File: src/rtl/switch_pkg.sv
// rtl/switch_pkg.sv - shared types and helpers for the switch statistics slice
package switch_pkg;

    typedef enum logic [1:0] {
        PKT      = 2'd0,
        ACC_FAN  = 2'd1,
        DROP_FAN = 2'd2,
        DLV      = 2'd3
    } stat_sel_e;

    localparam int STAT_SEL_W = 2;
    localparam int MAX_PORTS  = 16;

    // Callers zero-extend their NUM_PORTS-wide mask and truncate the result to their own fan width
    function automatic logic [4:0] popcount(input logic [MAX_PORTS-1:0] v);
        logic [4:0] n;
        n = '0;
        for (int i = 0; i < MAX_PORTS; i++) begin
            n = n + {4'b0, v[i]};
        end
        return n;
    endfunction

endpackage

File: src/rtl/stat_counter.sv
// rtl/stat_counter.sv - one saturating statistics counter with its snapshot shadow
module stat_counter #(
    parameter int CNT_W = 16,
    parameter int INC_W = 3
) (
    input  logic             clk,
    input  logic             rst,
    input  logic [INC_W-1:0] i_inc,
    input  logic             i_snap,
    input  logic             i_clr_on_snap,
    output logic [CNT_W-1:0] o_shadow
);

    localparam int SUM_W = CNT_W + INC_W;

    logic [CNT_W-1:0] r_live;
    logic [CNT_W-1:0] r_shadow;
    logic [SUM_W-1:0] w_sum;
    logic [CNT_W-1:0] w_next;

    assign w_sum  = SUM_W'(r_live) + SUM_W'(i_inc);
    assign w_next = (|w_sum[SUM_W-1:CNT_W]) ? {CNT_W{1'b1}} : w_sum[CNT_W-1:0];

    // The shadow takes the post-increment value so events on the snap edge are never lost
    always_ff @(posedge clk) begin
        if (rst) begin
            r_live   <= '0;
            r_shadow <= '0;
        end else if (i_snap) begin
            r_shadow <= w_next;
            r_live   <= i_clr_on_snap ? '0 : w_next;
        end else begin
            r_live   <= w_next;
        end
    end

    assign o_shadow = r_shadow;

endmodule

File: src/rtl/switch_stats_unit.sv
// rtl/switch_stats_unit.sv - per-port traffic counters, snapshot readout and in-flight tracking
module switch_stats_unit
    import switch_pkg::*;
#(
    parameter int NUM_PORTS   = 4,
    parameter int CNT_W       = 16,
    parameter int CLR_ON_SNAP = 0,
    parameter int PORT_W      = $clog2(NUM_PORTS)
) (
    input  logic                           clk,
    input  logic                           rst,
    input  logic [NUM_PORTS-1:0]           valid_in,
    input  logic [NUM_PORTS*NUM_PORTS-1:0] target_in,
    input  logic [NUM_PORTS-1:0]           fifo_full,
    input  logic [NUM_PORTS-1:0]           valid_out,
    input  logic                           snap_req,
    output logic                           snap_ack,
    input  logic                           rd_en,
    input  logic [PORT_W+1:0]              rd_addr,
    output logic                           rd_valid,
    output logic [CNT_W-1:0]               rd_data,
    output logic [CNT_W-1:0]               inflight,
    output logic                           err_underflow
);

    localparam int INC_W = $clog2(NUM_PORTS) + 1;
    localparam int IW    = CNT_W + $clog2(NUM_PORTS * NUM_PORTS) + 1;

    logic [INC_W-1:0] w_fan    [NUM_PORTS];
    logic [INC_W-1:0] w_inc    [NUM_PORTS][4];
    logic [CNT_W-1:0] w_shadow [NUM_PORTS][4];
    logic [IW-1:0]    w_if_next;
    logic [CNT_W-1:0] w_rd_mux;

    logic [CNT_W-1:0] r_inflight;
    logic             r_err_underflow;
    logic             r_snap_ack;
    logic             r_rd_valid;
    logic [CNT_W-1:0] r_rd_data;

    always_comb begin
        w_if_next = IW'(r_inflight);
        for (int p = 0; p < NUM_PORTS; p++) begin
            w_fan[p] = INC_W'(popcount(MAX_PORTS'(target_in[p*NUM_PORTS +: NUM_PORTS])));
            w_inc[p][PKT]      = INC_W'(valid_in[p]);
            w_inc[p][ACC_FAN]  = (valid_in[p] && !fifo_full[p]) ? w_fan[p] : '0;
            w_inc[p][DROP_FAN] = (valid_in[p] &&  fifo_full[p]) ? w_fan[p] : '0;
            w_inc[p][DLV]      = INC_W'(valid_out[p]);
            w_if_next = w_if_next + IW'(w_inc[p][ACC_FAN]) - IW'(valid_out[p]);
        end
    end

    for (genvar p = 0; p < NUM_PORTS; p++) begin : g_port
        for (genvar s = 0; s < 4; s++) begin : g_stat
            stat_counter #(.CNT_W(CNT_W), .INC_W(INC_W)) u_cnt (
                .clk           (clk),
                .rst           (rst),
                .i_inc         (w_inc[p][s]),
                .i_snap        (snap_req),
                .i_clr_on_snap (CLR_ON_SNAP != 0),
                .o_shadow      (w_shadow[p][s])
            );
        end
    end

    // Unpopulated port indices fall through to zero
    always_comb begin
        w_rd_mux = '0;
        for (int p = 0; p < NUM_PORTS; p++) begin
            if (rd_addr[PORT_W+1:STAT_SEL_W] == PORT_W'(p)) begin
                w_rd_mux = w_shadow[p][rd_addr[STAT_SEL_W-1:0]];
            end
        end
    end

    always_ff @(posedge clk) begin
        if (rst) begin
            r_inflight      <= '0;
            r_err_underflow <= 1'b0;
            r_snap_ack      <= 1'b0;
            r_rd_valid      <= 1'b0;
            r_rd_data       <= '0;
        end else begin
            r_snap_ack <= snap_req;
            r_rd_valid <= rd_en;
            if (rd_en) begin
                r_rd_data <= w_rd_mux;
            end
            if (w_if_next[IW-1]) begin
                r_inflight      <= '0;
                r_err_underflow <= 1'b1;
            end else if (|w_if_next[IW-2:CNT_W]) begin
                r_inflight <= {CNT_W{1'b1}};
            end else begin
                r_inflight <= w_if_next[CNT_W-1:0];
            end
        end
    end

    assign snap_ack      = r_snap_ack;
    assign rd_valid      = r_rd_valid;
    assign rd_data       = r_rd_data;
    assign inflight      = r_inflight;
    assign err_underflow = r_err_underflow;

endmodule

File: config.mk
export PLATFORM = sky130hd
export DESIGN_NAME = switch_stats_unit
export DESIGN_NICKNAME = d
export VERILOG_FILES = /design/src/rtl/switch_pkg.sv /design/src/rtl/stat_counter.sv /design/src/rtl/switch_stats_unit.sv
export SDC_FILE = /design/constraint.sdc
export NUM_CORES = 1
export LEC_CHECK = 0
export CAP_MARGIN = 20
export CORE_ASPECT_RATIO = 0.75
export CORE_MARGIN = 2
export CORE_UTILIZATION = 56
export DETAILED_ROUTE_END_ITERATION = 7
export PLACE_DENSITY = 0.76
export SETUP_SLACK_MARGIN = 0.02
export SLEW_MARGIN = 20
export SYNTH_ARGS = -nofsm -noshare
export SYNTH_HDL_FRONTEND = slang
export SYNTH_SLANG_ARGS = --single-unit
File: constraint.sdc
create_clock -name clk -period 6.3 [get_ports clk]
set_input_delay 1.26 -clock clk [delete_from_list [all_inputs] [get_ports clk]]
set_output_delay 1.26 -clock clk [all_outputs]
set_load 0.05 [all_outputs]
== After elaboration in Yosys (flattened, before gate mapping) ==
Index checks and enable logic that the tools add are counted.
Storage, ports and cells
  register bits: 547
  latch bits: 0
  memory bits (writable): 0
  memory bits (read-only): 0
  input bits: 36
  output and inout bits: 35
  word-level logic and storage cells: 150
  memories: 0
Operators by class
  add/subtract/negate cells: 36
  multipliers: 0
  divide/modulo/power cells: 0
  $lt $le $gt $ge: 1
  equality and inequality tests: 3
  shift operators: 0
  muxes and demuxes: 41
  bitwise operators: 1
  reductions and logical operators: 31
Operators with widths (count)
  2-to-1 mux 16 bit: 29
  adder 16 x 3 -> 17 bit: 9
  adder 16 x 1 -> 17 bit: 8
  binary-select mux 16 bit (select 2 bit): 4
  OR reduction 3 bit: 16
  subtractor 21 x 1 -> 21 bit: 2
  2-to-1 mux 3 bit: 8
  adder 20 x 4 -> 21 bit: 1
  adder 21 x 3 -> 21 bit: 1
  subtractor 19 x 2 -> 20 bit: 1
  adder 18 x 4 -> 19 bit: 1
  subtractor 17 x 1 -> 18 bit: 1
  adder 2 x 1 -> 3 bit: 4
  adder 3 x 1 -> 3 bit: 4
  adder 1 x 1 -> 2 bit: 4
  logical AND 1 bit: 8
  equality test 2 bit, second input constant: 2
  zero test 1 bit: 4
  OR reduction 4 bit: 1
  greater-or-equal comparator 3 bit, second input constant: 1
  NOT 2 -> 3 bit: 1
  equality test 2 x 1 -> 1 bit, second input constant: 1
  zero test 2 bit: 1
  OR reduction 2 bit: 1

== Logic depth before layout (Yosys ltp) ==
Gate-level depths: netlist of run 1.
  depth in word-level cells: 14
  mapped depth: 27
  mapped depth without buffers: 25

== Cells and area by module ==
A second synthesis of run 1 with hierarchy kept.
Unflattened totals
  cells, all modules: 3067
  area, all modules: 28884.0 µm²
By module, submodules not included
  stat_counter at g_port[0].g_stat[2].u_cnt ...: times used 11, cells each 160, area each 1473.9 µm², sequential area each 640.6 µm²
  stat_counter at g_port[0].g_stat[0].u_cnt ...: times used 5, cells each 151, area each 1403.8 µm², sequential area each 640.6 µm²
  switch_stats_unit: times used 1, cells each 552, area each 5651.7 µm², sequential area each 700.7 µm²

== Least setup slack after synthesis of run 1 ==
OpenSTA, ideal clock, no wires.
  path type: input port to flip-flop
  start point: input port target_in[0]
  end point: register r_inflight[10], in the netlist inflight[10]
  library setup time: 0.058 ns
  arrival: 6.822 ns
  data required time: 6.242 ns
  slack: -0.579 ns
  stages: 25
  path buffers: 1
  path through: fa_1 > ha_1 > ha_1 > nand2_1 > ha_1 > inv_1 > ha_1 > xnor2_1 > inv_1 > fa_1 > fa_1 > inv_1 > fa_1 > inv_1 > ha_1 > fa_1 > a211oi_1 > o21bai_1 > nand4_1 > a211oi_1 > o31a_1 > o221ai_1 > o41a_4 > buf_6 > o21a_1
Between the ends
  word-level cells in the longest chain between the ends: 14
  elaborated cells on any way between the ends: 15
  classes of those cells: 11 x add/sub; 2 x mux; 2 x reduce/logical
Ends and longest elaborated chain
  start: declaration: line switch_stats_unit.sv:13  | input logic [NUM_PORTS*NUM_PORTS-1:0] target_in,
  adder 1 x 1 -> 2 bit *: line switch_pkg.sv:19  | n = n + {4'b0, v[i]};
  adder 2 x 1 -> 3 bit *: line switch_pkg.sv:19
  adder 3 x 1 -> 3 bit *: line switch_pkg.sv:19
  2-to-1 mux 3 bit *: line switch_stats_unit.sv:46  | w_inc[p][ACC_FAN] = (valid_in[p] && !fifo_full[p]) ? w_fan[p] : '0;
  adder 16 x 3 -> 17 bit *: line switch_stats_unit.sv:49  | w_if_next = w_if_next + IW'(w_inc[p][ACC_FAN]) - IW'(valid_out[p]);
  subtractor 17 x 1 -> 18 bit *: line switch_stats_unit.sv:49
  adder 18 x 4 -> 19 bit *: line switch_stats_unit.sv:49
  subtractor 19 x 2 -> 20 bit *: line switch_stats_unit.sv:49
  adder 20 x 4 -> 21 bit *: line switch_stats_unit.sv:49
  subtractor 21 x 1 -> 21 bit *: line switch_stats_unit.sv:49
  adder 21 x 3 -> 21 bit *: line switch_stats_unit.sv:49
  subtractor 21 x 1 -> 21 bit *: line switch_stats_unit.sv:49
  OR reduction 4 bit: line switch_stats_unit.sv:92  | end else if (|w_if_next[IW-2:CNT_W]) begin
  2-to-1 mux 16 bit: line switch_stats_unit.sv:92
  end signal: assignment: line switch_stats_unit.sv:93  | r_inflight <= {CNT_W{1'b1}};
  end signal: assignment: line switch_stats_unit.sv:95  | r_inflight <= w_if_next[CNT_W-1:0];
  end: declaration: line switch_stats_unit.sv:35  | logic [CNT_W-1:0] r_inflight;
Every way passes the cells marked *; elsewhere a longest branch is shown, timed or not.
A chain may end at the register's enable or synchronous reset.

== Final worst setup path of run 1 ==
  start point: input port target_in[8]
  end point: register r_inflight[15], in the netlist inflight[15]
Between the ends
  word-level cells in the longest chain between the ends: 10
  elaborated cells on any way between the ends: 11
  classes of those cells: 7 x add/sub; 2 x mux; 2 x reduce/logical
Ends and longest elaborated chain (line)
  adder 1 x 1 -> 2 bit *: switch_pkg.sv:19
  adder 2 x 1 -> 3 bit *: switch_pkg.sv:19
  adder 3 x 1 -> 3 bit *: switch_pkg.sv:19
  2-to-1 mux 3 bit *: switch_stats_unit.sv:46
  adder 20 x 4 -> 21 bit *: switch_stats_unit.sv:49
  subtractor 21 x 1 -> 21 bit *: switch_stats_unit.sv:49
  adder 21 x 3 -> 21 bit *: switch_stats_unit.sv:49
  subtractor 21 x 1 -> 21 bit *: switch_stats_unit.sv:49
  OR reduction 4 bit: switch_stats_unit.sv:92
  2-to-1 mux 16 bit: switch_stats_unit.sv:92
Marked as above.

==> flow_metrics.py, run 1 <==
metrics = {
    "power_and_ir_drop": {
        "power.total_mw": 14.6,
        "power_per_cell_area_nw_per_um2": 494,
        "total_switching_power_mw": 5.41,
        "worst_ir_drop_vdd_mv": 0.897,
        "power.switching_fraction": 0.370,
        "comb_power_share": 0.524,
        "static-leakage-power_nw": 12.0,
        "internal_power_mw": 9.21,
        "power.share.sequential": 0.256,
        "clock_power_share": 0.219,
    },
    "synthesis": {
        "yosysWarningCount": 0,
        "yosysSeqAreaShare": 0.419,
        "synth_area_leaders": "dfxtp_1 (42%), nor2_1 (11%), mux4_2 (6.9%)",
        "synth_edf_count": 0,
        "ys_dominant_reg_cell": "dfxtp_1",
        "yosys_register_bits": 547,
        "synth_top_area_cell": "dfxtp_1",
        "synth.cell_area_um2": 26100,
        "post-synth-top-area-fraction": 0.419,
        "syn_inst": 2857,
        "asyncSetResetFlopFracSynth": 0,
        "synth_fp_nets": 3021,
        "syn_avg_cell_area_um2": 9.15,
        "unique_masters_post_synth": 66,
    },
    "routing": {
        "met3_length_mm": 4.34,
        "highest_metal_layer_used_by_the_detailed_router": "met5",
        "drt-initial-drc-count": 1809,
        "routed_wirelength_mm": 64.6,
        "vias_per_cell": 5.71,
        "drt_drc_violations_left": 0,
        "drt_first_pass_iters": 8,
        "route.met2.wl_mm": 29.7,
        "num_vias": 20500,
        "number_of_routed_nets_with_antenna_violations": 0,
        "met1Wirelength_mm": 28.5,
        "routedWlPerCell_um": 18.0,
    },
    "clock_network": {
        "number_of_sinks_handled_by_clock_tree_synthesis": 547,
        "cts_made_buffers": 52,
        "clkLatencyLatePin_ns": 0.59,
        "cts_tree": "built",
        "hold_buffers": 0,
        "cts.clk_slew.worst_paths_ns": 0.06,
        "cts.path.max_buffers": 3,
        "cts-root-buf": "clkbuf_16",
        "maximum_level_of_the_cts_h_tree": 2,
    },
    "floorplanning": {
        "floorplan.die_area_um2": 48400,
        "core.rowCount": 68,
        "start_util": 0.568,
        "fp.coreArea_um2": 46000,
        "die_h_um": 191,
        "die_w_um": 253,
        "boundaryPins": 71,
    },
    "flow_run": {
        "drv.max_cap_violation_count": 0,
    },
    "sta": {
        "timing.clock.skew_ns": 0.0240,
        "setup_viol": 0,
        "final_hold_viol_count": 0,
        "drv_slew": 0,
        "final.min_clock_period_ns": 6.26,
        "timing_worst_slew_pin_value_ns": 1.15,
        "grt_setup_unrepaired": "yes",
        "worst_hold_slack_ns": 0.464,
        "totalNegativeSetupSlack_ns": 0,
        "maxClockFrequency_ghz": 0.160,
        "worst_setup_margin_ns": 0.0417,
        "timing.final.crit_share": 0.993,
        "worst_slew_slack_as_a_fraction_of_its_limit": 0.234,
    },
    "worst_hold_path": {
        "class_of_the_worst_hold_path": "reg2reg",
    },
    "place": {
        "preCtsSetupSlack_ns": -0.919,
        "placement.cell_area_um2": 27700,
        "post-dp-hpwl_mm": 46.2,
        "port_buffers": 70,
        "gp_congestion": 0.881,
        "place.detailed.instances": 3481,
    },
    "grt": {
        "grt.total_usage": 0.266,
        "grt_antenna_before_repair": 5,
        "grt_max_degree": 192,
        "grt_pass1_wl_mm": 103,
        "global_route.overflow_total": 0,
        "first_global_vias": 19800,
    },
    "critical_path": {
        "crit_path_end_kind": "register",
        "cp_arrival_ns": 6.78,
        "critical_path_peak_fanout": 8,
        "required_ns": 6.82,
        "crit_type": "in2reg",
        "setup.worst_path.start_class": "input pin",
    },
    "final_layout": {
        "fillerInstances": 3645,
        "nNetsFinal": 3078,
        "seqCellArea_um2": 11000,
        "layout.cells.most_common_list": "nor2_1 (745), dfxtp_1 (547), a211oi_1 (191)",
        "final_cell_area_um2": 29600,
        "mostFrequentLayoutCell": "nor2_1",
        "area.growth.synth_to_final_pct": 13.2,
        "post_layout_util": 0.643,
        "layout-drive-gt1-share": 0.113,
        "multi_input_comb_area_um2": 14400,
        "stdcell_count": 3584,
    },
    "run_status": {
        "run_status": "complete, no violations",
    },
}
-- sequential cells by signal, summed over array words and instances, names as in the netlist --
register and count:
snap_ack 1, err_underflow 1, rd_data 16, rd_valid 1, g_port.g_stat.u_cnt.r_live 256, inflight 16
g_port.g_stat.u_cnt.o_shadow 256
-- cell usage after synthesis, drive strengths merged (16+ instances only) --
cell type / instances
a31oi: 16
a211oi: 201
o21a: 35
ha: 106
and4: 16
xnor2: 119
dfxtp: 547
a21oi: 59
nor2: 750
mux2: 25
nand3: 91
nand2b: 31
inv: 103
a21o: 25
fa: 22
mux2i: 62
mux4: 80
nand2: 128
clkbuf: 112
and3: 51
xor2: 68
nor2b: 60
buf: 38
nand4: 32
-- power groups by stage --
stage	logic (mW)	clock network (mW)	registers (mW)
final	7.66	3.20	3.75
after global routing	8.38	3.40	3.76
after CTS	7.36	3.24	3.74
after detailed placement	7.09	0	3.82
after global placement	6.84	0	3.82
after floorplan	4.58	0	3.93
-- worst paths after layout --
kind,start,end,slack [ns],depth (start not counted)
max,target_in[8],inflight[15]$_SDFF_PP0_,0.04,21
max reg2reg,inflight[2]$_SDFF_PP0_,inflight[11]$_SDFF_PP0_,1.45,20
min reg2reg,err_underflow$_SDFFE_PP0P_,err_underflow$_SDFFE_PP0P_,0.46,2
min,err_underflow$_SDFFE_PP0P_,err_underflow$_SDFFE_PP0P_,0.46,2
-- layout make-up --
cell class              instances  share of cell area
inverters                     103              0.0131
repair buffers                152              0.0462
diodes                          2            0.000169
flip-flops and latches        547               0.370
clock inverters                25             0.00977
multi-input cells            2058               0.485
well taps                     630              0.0266
clock buffers                  67              0.0489
-- kinds of logic (layout without fill, tap and decap cells) --
kind of cell    after synthesis  count (layout)  synth area share
fa+ha+maj                   128             128            0.0676
other cells                   0               2                 0
xor+xnor                    187             187            0.0627
simple gates               1196            1196             0.202
flops                       547             547             0.419
buf+inv                     253             347            0.0394
compound gates              379             380             0.106
mux                         167             167             0.103
-- timing repair --
action / 4_1_cts / 5_1_grt
gates resized for setup: 19 / 6
gates cloned: 1 / 0
hold endpoints to repair: 0 / 0
endpoints found under the setup margin: 17 / 17
pin swaps: 36 / 17
setup buffers: 6 / 3
-- critical path: stages --
cell,delay [ns]
clkdlybuf4s50_1,0.43
fa_1,0.49
ha_1,0.31
nand2_1,0.12
fa_1,0.59
inv_1,0.08
fa_2,0.54
inv_2,0.04
fa_2,0.33
fa_1,0.55
inv_2,0.04
ha_4,0.16
fa_2,0.37
a211oi_2,0.18
o21bai_1,0.10
nand4_1,0.15
a211oi_2,0.11
o31a_1,0.27
o221ai_2,0.24
o41a_4,0.27
o21a_1,0.14
-- metal layers --
metal / vias to the layer above / GRT usage
met3: 129 / 0.0449
met4: 2 / 0.0915
met1: 9815 / 0.364
met2: 579 / 0.427
met5: - / 0
li1: 9937 / -
No activity file was read; power rests on OpenSTA's default activity.
==> run 2, diff against run 1 <==
--- a/config.mk
+++ b/config.mk
@@ -9,8 +9,9 @@
 export CORE_ASPECT_RATIO = 0.75
 export CORE_MARGIN = 2
 export CORE_UTILIZATION = 56
+export CTS_CLUSTER_SIZE = 30
 export DETAILED_ROUTE_END_ITERATION = 7
-export PLACE_DENSITY = 0.76
+export PLACE_DENSITY = 0.8
 export SETUP_SLACK_MARGIN = 0.02
 export SLEW_MARGIN = 20
 export SYNTH_ARGS = -nofsm -noshare
==> constraint.sdc (replaced) <==
create_clock -name clk -period 5.6 [get_ports clk]
set_input_delay 1.12 -clock clk [delete_from_list [all_inputs] [get_ports clk]]
set_output_delay 1.12 -clock clk [all_outputs]
set_load 0.05 [all_outputs]
==> run 2 against run 1 <==
Effect of this change: the run now ends with setup timing left; via count grew 1.3%; die area unchanged; design area increased by 0.33%; clock skew down 0.0051 ns; critical path depth up 4; combinational power grew 16%; non-clock buffer count rose by 11; first-iteration DRC count grew 1.3%; setup slack worse by 0.55 ns; global-route usage rose by 0.31 points; sequential cell count did not move; critical path type unchanged.
==> flow_metrics.py, run 2 (synthesis results as in run 1) <==
metrics = {
    "run_status": {
        "run_status": "finished, violations left",
        "violations": "setup timing",
    },
    "power_and_ir_drop": {
        "static-leakage-power_nw": 12.0,
        "power_per_cell_area_nw_per_um2": 561,
        "worst_ir_drop_vdd_mv": 0.827,
    },
    "critical_path": {
        "critical_path_peak_fanout": 16,
        "cp_slowest_cell": "fa_1",
        "endpoint": "inflight[1]$_SDFF_PP0_",
        "reg2reg_from": "inflight[2]$_SDFF_PP0_",
        "timing.reg2reg.setup_slack_ns": 0.66,
        "required_ns": 6.07,
        "crit_type": "in2reg",
        "critical_path.max_stage_delay_ns": 0.56,
        "timing.critical_path.from": "target_in[3]",
        "setup.worst_path.start_class": "input pin",
        "crit_path_end_kind": "register",
        "crit_path_frequent_cell": "ha_4",
        "worstRegToRegCells": 20,
        "cp_arrival_ns": 6.58,
        "timing.rr.end": "inflight[1]$_SDFF_PP0_",
    },
    "sta": {
        "final_hold_viol_count": 0,
        "setup_viol": 17,
        "totalNegativeSetupSlack_ns": -8.25,
        "worst_setup_margin_ns": -0.508,
        "drv_slew": 0,
        "maxClockFrequency_ghz": 0.164,
        "timing.final.crit_share": 1.09,
        "final.min_clock_period_ns": 6.11,
        "timing_worst_slew_pin_value_ns": 1.04,
        "grt_setup_unrepaired": "yes",
        "worst_hold_slack_ns": 0.480,
        "timing.clock.skew_ns": 0.0189,
        "worst_slew_slack_as_a_fraction_of_its_limit": 0.309,
    },
    "place": {
        "gp_congestion": 0.882,
        "post-dp-hpwl_mm": 46.2,
        "preCtsSetupSlack_ns": -1.50,
        "place.detailed.instances": 3495,
        "port_buffers": 70,
    },
    "floorplanning": {
        "core.rowCount": 68,
        "die_w_um": 253,
        "die_h_um": 191,
        "start_util": 0.568,
        "boundaryPins": 71,
        "fp.coreArea_um2": 46000,
        "floorplan.die_area_um2": 48400,
    },
    "final_layout": {
        "layout.cells.most_common_list": "nor2_1 (746), dfxtp_1 (547), a211oi_1 (191)",
        "antenna-diode-count": 0,
        "mostFrequentLayoutCell": "nor2_1",
        "nNetsFinal": 3089,
        "layout-drive-gt1-share": 0.118,
        "fillerInstances": 3526,
        "area.growth.synth_to_final_pct": 13.6,
        "stdcell_count": 3586,
    },
    "clock_network": {
        "cts_tree": "built",
        "clkLatencyLatePin_ns": 0.59,
        "number_of_sinks_handled_by_clock_tree_synthesis": 547,
        "hold_buffers": 0,
        "maximum_level_of_the_cts_h_tree": 2,
        "cts.clk_slew.worst_paths_ns": 0.06,
        "cts_made_buffers": 52,
        "cts.path.max_buffers": 3,
        "cts-root-buf": "clkbuf_16",
    },
    "routing": {
        "routed_wirelength_mm": 65.5,
        "vias_per_cell": 5.78,
        "drt-initial-drc-count": 1832,
        "drt_first_pass_iters": 6,
        "drt_drc_violations_left": 0,
        "num_vias": 20700,
        "number_of_routed_nets_with_antenna_violations": 0,
        "routedWlPerCell_um": 18.3,
    },
    "grt": {
        "grt_pass1_wl_mm": 104,
        "grt_antenna_before_repair": 2,
        "grt.total_usage": 0.269,
        "global_route.overflow_total": 0,
        "first_global_vias": 20000,
        "grt_max_degree": 173,
    },
    "flow_run": {
        "drv.max_cap_violation_count": 0,
    },
    "worst_hold_path": {
        "class_of_the_worst_hold_path": "reg2reg",
    },
}
-- run 2: timing repair --
| action | CTS | global route |
|---|---|---|
| setup endpoints to repair | 17 | 17 |
| setup buffers | 4 | 3 |
| pin swaps | 35 | 27 |
| gates cloned | 1 | 0 |
| hold endpoints to repair | 0 | 0 |
| resized for setup | 21 | 18 |
-- run 2: worst min path at each step --
| stage | start | end | slack [ns] | cells after the start |
|---|---|---|---|---|
| 3_5_place_dp | err_underflow$_SDFFE_PP0P_ | err_underflow$_SDFFE_PP0P_ | 0.45 | 2 |
| 5_1_grt | g_port[1].g_stat[3].u_cnt.o_shadow[9]$_SDFFE_PP0P_ | g_port[1].g_stat[3].u_cnt.o_shadow[9]$_SDFFE_PP0P_ | 0.50 | 2 |
| 2_1_floorplan | g_port[3].g_stat[1].u_cnt.o_shadow[13]$_SDFFE_PP0P_ | g_port[3].g_stat[1].u_cnt.o_shadow[13]$_SDFFE_PP0P_ | 0.44 | 2 |
| 4_1_cts | err_underflow$_SDFFE_PP0P_ | err_underflow$_SDFFE_PP0P_ | 0.46 | 2 |
| 6_report | g_port[3].g_stat[1].u_cnt.o_shadow[13]$_SDFFE_PP0P_ | g_port[3].g_stat[1].u_cnt.o_shadow[13]$_SDFFE_PP0P_ | 0.48 | 2 |
| 3_3_place_gp | err_underflow$_SDFFE_PP0P_ | err_underflow$_SDFFE_PP0P_ | 0.45 | 2 |
-- run 2: final cells by class --
cell class / count / area, um2 / area share
Inverter: 103 / 387 / 0.0130
Tap cell: 630 / 788 / 0.0265
Sequential cell: 547 / 11000 / 0.369
Clock inverter: 20 / 209 / 0.00704
Timing Repair Buffer: 163 / 1490 / 0.0500
Clock buffer: 65 / 1460 / 0.0493
Multi-Input combinational cell: 2058 / 14400 / 0.485
-- run 2: where the power goes --
| part | leakage [nW] | switching, mW | internal (mW) |
|---|---|---|---|
| logic | 6.74 | 4.54 | 4.37 |
| clock network | 0.823 | 1.54 | 1.98 |
| registers | 4.46 | 0.138 | 4.08 |
| total | 12.0 | 6.22 | 10.4 |
-- run 2: through the flow --
stage                     instance area, um2   util  power (mW)
after floorplan                        26300      -        9.58
after global placement                 27800  0.605        12.3
after detailed placement               27800  0.605        12.6
after CTS                              29600  0.643        16.4
after global routing                   29700  0.645        17.7
final                                  29700  0.645        16.6
-- run 2: worst max-delay path: cells and delay by family --
kind | cells | cell delay, ns
and+or+nand+nor | 2 | 0.18
adders and majority gates | 9 | 3.31
xor gates and xnor gates | 1 | 0.10
AOI/OAI and AO/OA | 8 | 1.44
buffers and inverters | 5 | 0.39
-- run 2: layer usage --
| metal | track usage | part of all wire | up-vias |
|---|---|---|---|
| li1 | - | - | 9953 |
| met1 | 0.367 | 0.44 | 10000 |
| met2 | 0.438 | 0.47 | 648 |
| met3 | 0.0418 | 0.063 | 120 |
| met4 | 0.0888 | 0.030 | 0 |
| met5 | 0 | 0 | - |
==> run 3, diff against run 2 <==
--- a/config.mk
+++ b/config.mk
@@ -11,7 +11,7 @@
 export CORE_UTILIZATION = 56
 export CTS_CLUSTER_SIZE = 30
 export DETAILED_ROUTE_END_ITERATION = 7
-export PLACE_DENSITY = 0.8
+export PLACE_DENSITY = 0.76
 export SETUP_SLACK_MARGIN = 0.02
 export SLEW_MARGIN = 20
 export SYNTH_ARGS = -nofsm -noshare
==> run 3 against run 2 <==
Effect of this change: the run still ends with setup timing left; critical endpoint is now inflight[12]$_SDFF_PP0_; design area decreased by 0.27%; final cell count about the same; core utilization decreased by 0.17 points; clock power about the same.
==> flow_metrics.py, run 3 (synthesis results as in run 1) <==
metrics = {
    "place": {
        "port_buffers": 70,
        "post-dp-hpwl_mm": 46.8,
        "gp_congestion": 0.889,
        "place.detailed.instances": 3493,
        "placement.cell_area_um2": 27800,
    },
    "routing": {
        "drt-initial-drc-count": 1730,
        "drt_drc_violations_left": 0,
        "number_of_routed_nets_with_antenna_violations": 0,
        "drt_first_pass_iters": 5,
        "routed_wirelength_mm": 64.9,
        "routedWlPerCell_um": 18.1,
        "vias_per_cell": 5.71,
        "num_vias": 20500,
    },
    "clock_network": {
        "hold_buffers": 0,
        "number_of_sinks_handled_by_clock_tree_synthesis": 547,
        "clkLatencyLatePin_ns": 0.61,
        "cts.path.max_buffers": 3,
        "maximum_level_of_the_cts_h_tree": 2,
        "cts.clk_slew.worst_paths_ns": 0.06,
        "cts-root-buf": "clkbuf_16",
        "cts_tree": "built",
        "cts_made_buffers": 51,
    },
    "critical_path": {
        "crit_type": "in2reg",
        "crit_path_end_kind": "register",
        "setup.worst_path.start_class": "input pin",
        "cp_arrival_ns": 6.63,
        "required_ns": 6.08,
        "critical_path_peak_fanout": 14,
    },
    "sta": {
        "drv_slew": 0,
        "worst_hold_slack_ns": 0.456,
        "timing_worst_slew_pin_value_ns": 1.09,
        "maxClockFrequency_ghz": 0.163,
        "worst_slew_slack_as_a_fraction_of_its_limit": 0.268,
        "timing.clock.skew_ns": 0.0267,
        "final_hold_viol_count": 0,
        "worst_setup_margin_ns": -0.550,
        "setup_viol": 17,
        "grt_setup_unrepaired": "yes",
        "final.min_clock_period_ns": 6.15,
        "timing.final.crit_share": 1.10,
    },
    "floorplanning": {
        "fp.coreArea_um2": 46000,
        "core.rowCount": 68,
        "die_w_um": 253,
        "floorplan.die_area_um2": 48400,
        "die_h_um": 191,
        "start_util": 0.568,
        "boundaryPins": 71,
    },
    "grt": {
        "grt_antenna_before_repair": 0,
        "global_route.overflow_total": 0,
        "grt_pass1_wl_mm": 104,
        "grt_max_degree": 143,
        "first_global_vias": 19800,
        "grt.total_usage": 0.269,
    },
    "power_and_ir_drop": {
        "power.switching_fraction": 0.370,
        "power_per_cell_area_nw_per_um2": 549,
        "internal_power_mw": 10.3,
        "worst_ir_drop_vdd_mv": 0.949,
        "total_switching_power_mw": 6.02,
        "static-leakage-power_nw": 12.0,
        "comb_power_share": 0.526,
        "clock_power_share": 0.215,
        "power.share.sequential": 0.259,
    },
    "worst_hold_path": {
        "class_of_the_worst_hold_path": "reg2reg",
    },
    "final_layout": {
        "final_cell_area_um2": 29600,
        "stdcell_count": 3588,
        "nNetsFinal": 3087,
        "area.growth.synth_to_final_pct": 13.3,
        "mostFrequentLayoutCell": "nor2_1",
        "antenna-diode-count": 0,
        "layout.cells.most_common_list": "nor2_1 (745), dfxtp_1 (547), a211oi_1 (191)",
        "post_layout_util": 0.643,
        "layout-drive-gt1-share": 0.115,
    },
    "run_status": {
        "violations": "setup timing",
        "run_status": "finished, violations left",
    },
    "flow_run": {
        "drv.max_cap_violation_count": 0,
    },
}
## run 3: cell count changes in the layout (fill, tap and decap cells not counted), sizes merged
cell           previous run  this run
dlymetal6s2s              3         0
clkinv                   12         8
clkinvlp                  3         0
clkdlybuf4s50            60        62
inv                     105       107
clkbuf                   65        72
bufinv                    3         4
## run 3: final timing paths
path                              startpoint                    endpoint  slack, ns  cells past startpoint
setup / recovery                target_in[0]     inflight[12]$_SDFF_PP0_      -0.55                     26
hold / removal    err_underflow$_SDFFE_PP0P_  err_underflow$_SDFFE_PP0P_       0.46                      2
setup reg to reg      inflight[1]$_SDFF_PP0_     inflight[12]$_SDFF_PP0_       0.70                     22
hold reg to reg   err_underflow$_SDFFE_PP0P_  err_underflow$_SDFFE_PP0P_       0.46                      2
## run 3: power by group through the flow
| stage | Combinational, mW | Clock, mW | Sequential [mW] |
|---|---|---|---|
| 2_1_floorplan | 5.16 | 0 | 4.42 |
| 3_3_place_gp | 7.74 | 0 | 4.29 |
| 3_5_place_dp | 8.01 | 0 | 4.30 |
| 4_1_cts | 8.36 | 3.54 | 4.21 |
| 5_1_grt | 9.46 | 3.71 | 4.23 |
| 6_report | 8.56 | 3.50 | 4.21 |
## run 3: layer usage
layer,wire (um),track usage,vias up
met5,0,0,-
met4,1910,0.0874,0
met3,3940,0.0387,125
met2,29800,0.437,570
met1,29300,0.370,9853
li1,-,-,9942
## run 3: worst max-delay path, cell delays in order
cell	delay [ns]
buf_6	0.09
fa_2	0.53
ha_4	0.20
ha_4	0.27
nand2_4	0.06
ha_4	0.27
inv_4	0.03
ha_4	0.24
a21oi_4	0.19
xnor2_2	0.10
fa_1	0.49
inv_1	0.05
fa_1	0.47
fa_1	0.55
inv_2	0.06
buf_6	0.11
ha_4	0.22
a211oi_4	0.25
o21ai_2	0.09
a31o_4	0.25
a211o_1	0.27
a31oi_2	0.22
o21ai_2	0.08
nor2b_4	0.15
buf_12	0.15
o21a_1	0.11
## run 3: through the flow
step | power (mW) | setup slack [ns] | setup TNS, ns
6_report | 16.3 | -0.550 | -8.85
5_1_grt | 17.4 | -0.697 | -11.30
4_1_cts | 16.1 | -0.587 | -9.44
3_5_place_dp | 12.3 | -1.53 | -25.62
3_3_place_gp | 12.0 | -1.36 | -22.81
2_1_floorplan | 9.58 | -0.714 | -11.23
## run 3: final cells by class
cell class	instances	area, um2
fill	3658	16400
clock buffer	72	1450
sequential	547	11000
multi-input combinational	2058	14400
tap	630	788
timing repair buffer	162	1460
clock inverter	16	206
inverter	103	389
## run 3: repair_timing
item,in CTS,in global routing
pin swaps,41,22
resized for setup,25,6
endpoints found under the setup margin,17,17
setup buffers,5,1
gates cloned,1,0
